File: config.mk
export PLATFORM = sky130hd
export DESIGN_NAME = inst_rom_arbiter
export DESIGN_NICKNAME = d
export VERILOG_FILES = /design/src/rtl/inst_rom_arbiter.sv
export SDC_FILE = /design/constraint.sdc
export NUM_CORES = 1
export LEC_CHECK = 0
export CAP_MARGIN = 40
export CORE_MARGIN = 5
export CORE_UTILIZATION = 40
export CTS_BUF_LIST = sky130_fd_sc_hd__clkbuf_4 sky130_fd_sc_hd__clkbuf_8
export CTS_CLUSTER_DIAMETER = 50
export DETAILED_ROUTE_END_ITERATION = 8
export DONT_BUFFER_PORTS = 1
export GPL_TIMING_DRIVEN = 1
export SLEW_MARGIN = 0
export SYNTH_ARGS = -nofsm -noshare
export SYNTH_HDL_FRONTEND = slang
export SYNTH_SLANG_ARGS = --single-unit
File: constraint.sdc
create_clock -name clk_i -period 4.1 [get_ports clk_i]
set_clock_uncertainty 0.05 [all_clocks]
set_input_delay 0.41 -clock clk_i [delete_from_list [all_inputs] [get_ports clk_i]]
set_output_delay 0.41 -clock clk_i [all_outputs]
set_load 0.005 [all_outputs]
File: src/rtl/inst_rom_arbiter.sv
// -----------------------------------------------------------------------------
// inst_rom_arbiter
//   Shares a single-ported instruction ROM between the IF-stage fetch port and
//   the load port used for constant reads from the instruction region. The two
//   ports are served round-robin. Each grant drives the ROM for one cycle, and
//   the returned word is registered and held for the winner until it is
//   accepted. Misaligned byte addresses never reach the ROM; they return an
//   error response with a zero data word instead.
//
// Ports
//   clk_i, rst_i          clock, asynchronous active-high reset
//   if_req_i/if_addr_i    IF request; held with a stable address until if_gnt_o
//   if_gnt_o              IF request accepted this cycle (combinational)
//   if_rvalid_o/if_rdata_o/if_err_o  registered IF response, held until if_rready_i
//   if_rready_i           IF accepts its response
//   ls_*                  same set of signals for the load port
//   rom_ce_o/rom_addr_o   ROM enable and byte address (combinational, only on a grant)
//   rom_inst_i            ROM read word (combinational from rom_addr_o)
//   conflict_cnt_o        saturating count of cycles in which a request had to wait
// -----------------------------------------------------------------------------
module inst_rom_arbiter #(
    parameter int unsigned ADDR_W = 32,
    parameter int unsigned DATA_W = 32,
    parameter int unsigned CNT_W  = 16
) (
    input  logic              clk_i,
    input  logic              rst_i,
    input  logic              if_req_i,
    input  logic [ADDR_W-1:0] if_addr_i,
    output logic              if_gnt_o,
    output logic              if_rvalid_o,
    output logic [DATA_W-1:0] if_rdata_o,
    output logic              if_err_o,
    input  logic              if_rready_i,
    input  logic              ls_req_i,
    input  logic [ADDR_W-1:0] ls_addr_i,
    output logic              ls_gnt_o,
    output logic              ls_rvalid_o,
    output logic [DATA_W-1:0] ls_rdata_o,
    output logic              ls_err_o,
    input  logic              ls_rready_i,
    output logic              rom_ce_o,
    output logic [ADDR_W-1:0] rom_addr_o,
    input  logic [DATA_W-1:0] rom_inst_i,
    output logic [CNT_W-1:0]  conflict_cnt_o
);

    typedef enum logic [0:0] {ST_IDLE = 1'b0, ST_RESP = 1'b1} state_e;
    typedef enum logic [0:0] {PORT_IF = 1'b0, PORT_LS = 1'b1} port_e;

    state_e            state_q, state_d;
    port_e             owner_q, owner_d;
    port_e             last_owner_q, last_owner_d;
    logic [DATA_W-1:0] rdata_q, rdata_d;
    logic              err_q, err_d;
    logic [CNT_W-1:0]  cnt_q, cnt_d;

    logic              slot_free_s;
    logic              grant_s;
    port_e             winner_s;
    logic [ADDR_W-1:0] win_addr_s;
    logic              aligned_s;
    logic              cnt_inc_s;
    logic              resp_if_s;
    logic              resp_ls_s;

    // Arbitration: a new access is accepted only when the response slot is
    // empty or is being drained this very cycle.
    always_comb begin
        slot_free_s = (state_q == ST_IDLE) ||
                      ((owner_q == PORT_IF) ? if_rready_i : ls_rready_i);
        grant_s  = 1'b0;
        winner_s = PORT_IF;
        if (slot_free_s) begin
            if (if_req_i && ls_req_i) begin
                grant_s  = 1'b1;
                winner_s = (last_owner_q == PORT_LS) ? PORT_IF : PORT_LS;
            end else if (if_req_i) begin
                grant_s  = 1'b1;
                winner_s = PORT_IF;
            end else if (ls_req_i) begin
                grant_s  = 1'b1;
                winner_s = PORT_LS;
            end else begin
                grant_s  = 1'b0;
                winner_s = PORT_IF;
            end
        end else begin
            grant_s  = 1'b0;
            winner_s = PORT_IF;
        end
        win_addr_s = (winner_s == PORT_IF) ? if_addr_i : ls_addr_i;
        aligned_s  = (win_addr_s[1:0] == 2'b00);
        // A waiting cycle: a lost conflict, or any request blocked by a held response.
        cnt_inc_s  = slot_free_s ? (if_req_i && ls_req_i) : (if_req_i || ls_req_i);
    end

    // Next-state computation for the response slot and the conflict counter.
    always_comb begin
        state_d      = state_q;
        owner_d      = owner_q;
        last_owner_d = last_owner_q;
        rdata_d      = rdata_q;
        err_d        = err_q;
        if (grant_s) begin
            state_d      = ST_RESP;
            owner_d      = winner_s;
            last_owner_d = winner_s;
            rdata_d      = aligned_s ? rom_inst_i : {DATA_W{1'b0}};
            err_d        = ~aligned_s;
        end else if (slot_free_s) begin
            state_d = ST_IDLE;
        end else begin
            state_d = state_q;
        end
        if (cnt_inc_s && (cnt_q != {CNT_W{1'b1}})) begin
            cnt_d = cnt_q + {{(CNT_W-1){1'b0}}, 1'b1};
        end else begin
            cnt_d = cnt_q;
        end
    end

    // State registers; reset drops any held response at once and makes IF
    // the winner of the first conflict.
    always_ff @(posedge clk_i or posedge rst_i) begin
        if (rst_i) begin
            state_q      <= ST_IDLE;
            owner_q      <= PORT_IF;
            last_owner_q <= PORT_LS;
            rdata_q      <= {DATA_W{1'b0}};
            err_q        <= 1'b0;
            cnt_q        <= {CNT_W{1'b0}};
        end else begin
            state_q      <= state_d;
            owner_q      <= owner_d;
            last_owner_q <= last_owner_d;
            rdata_q      <= rdata_d;
            err_q        <= err_d;
            cnt_q        <= cnt_d;
        end
    end

    assign resp_if_s = (state_q == ST_RESP) && (owner_q == PORT_IF);
    assign resp_ls_s = (state_q == ST_RESP) && (owner_q == PORT_LS);

    // Grant and ROM strobes are gated by reset so they fall as soon as rst_i rises.
    assign if_gnt_o    = ~rst_i & grant_s & (winner_s == PORT_IF);
    assign ls_gnt_o    = ~rst_i & grant_s & (winner_s == PORT_LS);
    assign rom_ce_o    = ~rst_i & grant_s & aligned_s;
    assign rom_addr_o  = rom_ce_o ? win_addr_s : {ADDR_W{1'b0}};

    assign if_rvalid_o = resp_if_s;
    assign if_rdata_o  = resp_if_s ? rdata_q : {DATA_W{1'b0}};
    assign if_err_o    = resp_if_s & err_q;
    assign ls_rvalid_o = resp_ls_s;
    assign ls_rdata_o  = resp_ls_s ? rdata_q : {DATA_W{1'b0}};
    assign ls_err_o    = resp_ls_s & err_q;

    assign conflict_cnt_o = cnt_q;

endmodule

==> impl_metrics.csv <==
group,metric,value,unit
worst_setup_path,crit_start,"owner_q",
worst_setup_path,crit_slowest_cell,"buf_4",
placed_design,io_buffers,0,
finish,drive_gt1_share,8.40,%
timing,maxSlewViolCount,0,
floorplan,core,0.00813,mm²
timing,relSlewSlack,55.0,%
power,total_power,1.64,mW
placed_design,gp_congestion,0.766,
drt,drt_iter0_markers,77,
drt,ant_nets,0,
power,pwr_density_cell,461,mW/mm²
placed_design,place_ws,1.91,ns
power,vdd_drop_max,0.000233,V
floorplan,rows,33,
finish,areaGrowthSynthToFinish,7.69,%
grt,grt_usage,17.7,%
finish,mostFrequentLayoutCell,"nand2_1",
clock_tree,cts_sinks,52,
drt,wl_per_cell,19.2,µm
grt,grt_overflow,0,
worst_setup_path,end_kind,"output port",
synth,syn_area,0.00330,mm²
finish,final_nets,483,
synth,synth-seq-cells,52,
synth,synth_flop_cell,"dfrtp_1",
timing,fin_crit,2.50,ns
drt,vias,2780,
timing,fin_ws,1.60,ns
drt,drt-pass1-iter-count,4,
placed_design,dp.cells,478,
worst_setup_path,r2r.worst_path.cells,6,
clock_tree,insertion_delay,0.30,ns
worst_setup_path,r2r-start,"owner_q",
worst_setup_path,crit_type,"reg2out",
timing,tightestPinTransition,0.674,ns
placed_design,dp_hpwl,7070,µm
worst_setup_path,worstPathRequired,3.64,ns
synth,ys_seq_area_share,39.4,%
synth,yosys.area.top_type,"dfrtp_1",
power,p_leak,1.60,nW
worst_hold_path,hold_path_class,"in2async",
worst_setup_path,worstPathArrival,2.04,ns
floorplan,die_h,101,µm
grt,grt_pass1_wl,14500,µm
synth,netlist.area_leader.share,38.6,%
finish,diodes,0,
finish,stdcell_count,486,
synth,synth_edf_count,0,
clock_tree,cts_setup_buffers,0,
floorplan,io_pins,221,
placed_design,place_area,0.00346,mm²
finish,layout_common_cells,"nand2_1 (71), dfrtp_1 (51), and3_1 (38)",
clock_tree,numCtsBuffers,5,
timing,rsz0062_at_grt,"no",
timing,fin_setup_tns,0,ns
synth,synth_cell_types,37,
timing,max_freq,0.399,GHz
drt,drc,0,
worst_setup_path,max_stage_delay,0.46,ns
synth,syn_area_per_cell,8.34,µm²
timing,finalCritPeriodShare,61.1,%
clock_tree,cts_resized,0,
floorplan,start_util,40.6,%
drt,routed_wl,9320,µm
clock_tree,clk_pin_slew_worst_paths,0.10,ns
drt,routed_via_density,5.72,
clock_tree,root_buffer,"clkbuf_8",
timing,finalSetupViolations,0,
grt,grt_pass1_vias,2725,
synth,synthTopCellsByArea,"dfrtp_1 (39%), mux2i_1 (9.7%), nand2_1 (8.1%), and3_1 (7.2%), and2_1 (6.8%)",
clock_tree,cts_tree,"done",
worst_setup_path,rrSetupSlack,2.03,ns
worst_setup_path,worstReg2RegEnd,"rdata_q[31]",
clock_tree,holdBufCountCts,0,
synth,postSynthCellCount,396,
floorplan,die-area,0.0102,mm²
run_status,status,"completed",
timing,hold_viol_final,0,
synth,ys_warn_count,0,
finish,stdcell_area,0.00356,mm²
worst_setup_path,path_cells,"mux2i_4 > a21oi_4 > buf_4 > mux2i_1 > nor3_1",
grt,grt_max_degree,54,
synth,ys_async_sr_fraction,100,%
grt,antenna_found_initial,0,
worst_setup_path,start_kind,"flop",
clock_tree,htreeDepth,2,
flow_run,cap_violations,0,
floorplan,die_x,101,µm
clock_tree,clockBufferDepth,2,
worst_setup_path,critPathMaxFanout,32,
-- synthesized netlist by cell type, types with 2 or more instances --
| library cell | instances |
|---|---|
| nand2_1 | 71 |
| dfrtp_1 | 51 |
| and3_1 | 38 |
| and2_1 | 36 |
| nor3_1 | 33 |
| mux2i_1 | 32 |
| clkbuf_1 | 23 |
| o21ai_0 | 23 |
| nand3_1 | 10 |
| xor2_1 | 10 |
| buf_2 | 9 |
| o21ai_1 | 9 |
| nor2_1 | 8 |
| inv_1 | 5 |
| nor4_1 | 5 |
| a211oi_1 | 4 |
| a21o_1 | 3 |
| mux2_2 | 3 |
| a21oi_1 | 2 |
| buf_1 | 2 |
| buf_4 | 2 |
| nand4_1 | 2 |
-- report_power, final --
| group | total, mW | switching [mW] | internal [mW] |
|---|---|---|---|
| sequential | 0.747 | 0.124 | 0.623 |
| clock | 0.311 | 0.172 | 0.139 |
| combinational | 0.584 | 0.349 | 0.234 |
| total | 1.64 | 0.646 | 0.996 |
-- layout make-up --
cell class / count / area, µm²
Timing Repair Buffer: 12 / 158
Sequential cell: 52 / 1300
Clock buffer: 6 / 82.6
Multi-Input combinational cell: 304 / 1850
Inverter: 5 / 18.8
Clock inverter: 2 / 13.8
Tap cell: 105 / 131
Fill cell: 803 / 4580
-- cells by family (layout without fill, tap and decap cells) --
group                      Yosys count  in the layout  share of synthesized area [%]
AOI/OAI and AO/OA                   48             48                           8.82
xor gates and xnor gates            11             11                           2.92
adders and majority gates            1              1                          0.379
buffers and inverters               41             25                           5.23
DFF                                 52             52                           39.4
muxes                               37             37                           11.8
other                                1              2                          0.113
and+or+nand+nor                    205            205                           31.3
-- state kept, by name (all words and copies together), names as in the netlist --
register	count
rdata_q	32
conflict_cnt_o	16
err_q	1
last_owner_q	1
owner_q	1
state_q	1
-- worst max-delay path, delay by kind of cell (launching register included) --
family                 cells  cell delay (ns)
buffers and inverters      1             0.46
DFF                        1             0.43
muxes                      2             0.39
and+or+nand+nor            1             0.25
AOI/OAI and AO/OA          1             0.21
-- worst max path at each step --
stage	end	slack, ns	depth (start not counted)
detailed placement	rom_addr_o[21]	1.91	5
floorplan	rom_addr_o[10]	1.35	4
finish	rom_addr_o[21]	1.60	5
global placement	rdata_q[22]	1.77	5
global route	rom_addr_o[29]	1.48	5
CTS	rom_addr_o[21]	1.57	5
-- through the flow --
stage,util (%),hold WS [ns]
after floorplan,-,0.405
after global placement,41.4,0.421
after detailed placement,42.6,0.433
after CTS,43.7,0.165
after global routing,43.7,0.161
final,43.7,0.161
-- routing by layer --
metal	vias up	track usage, %	share of wire (%)
met5	-	0	0
met4	0	3.58	0.77
met3	6	4.71	9.3
met2	129	31.1	49
met1	1328	21.9	41
li1	1317	-	-
(Power assumes the default switching activity.)
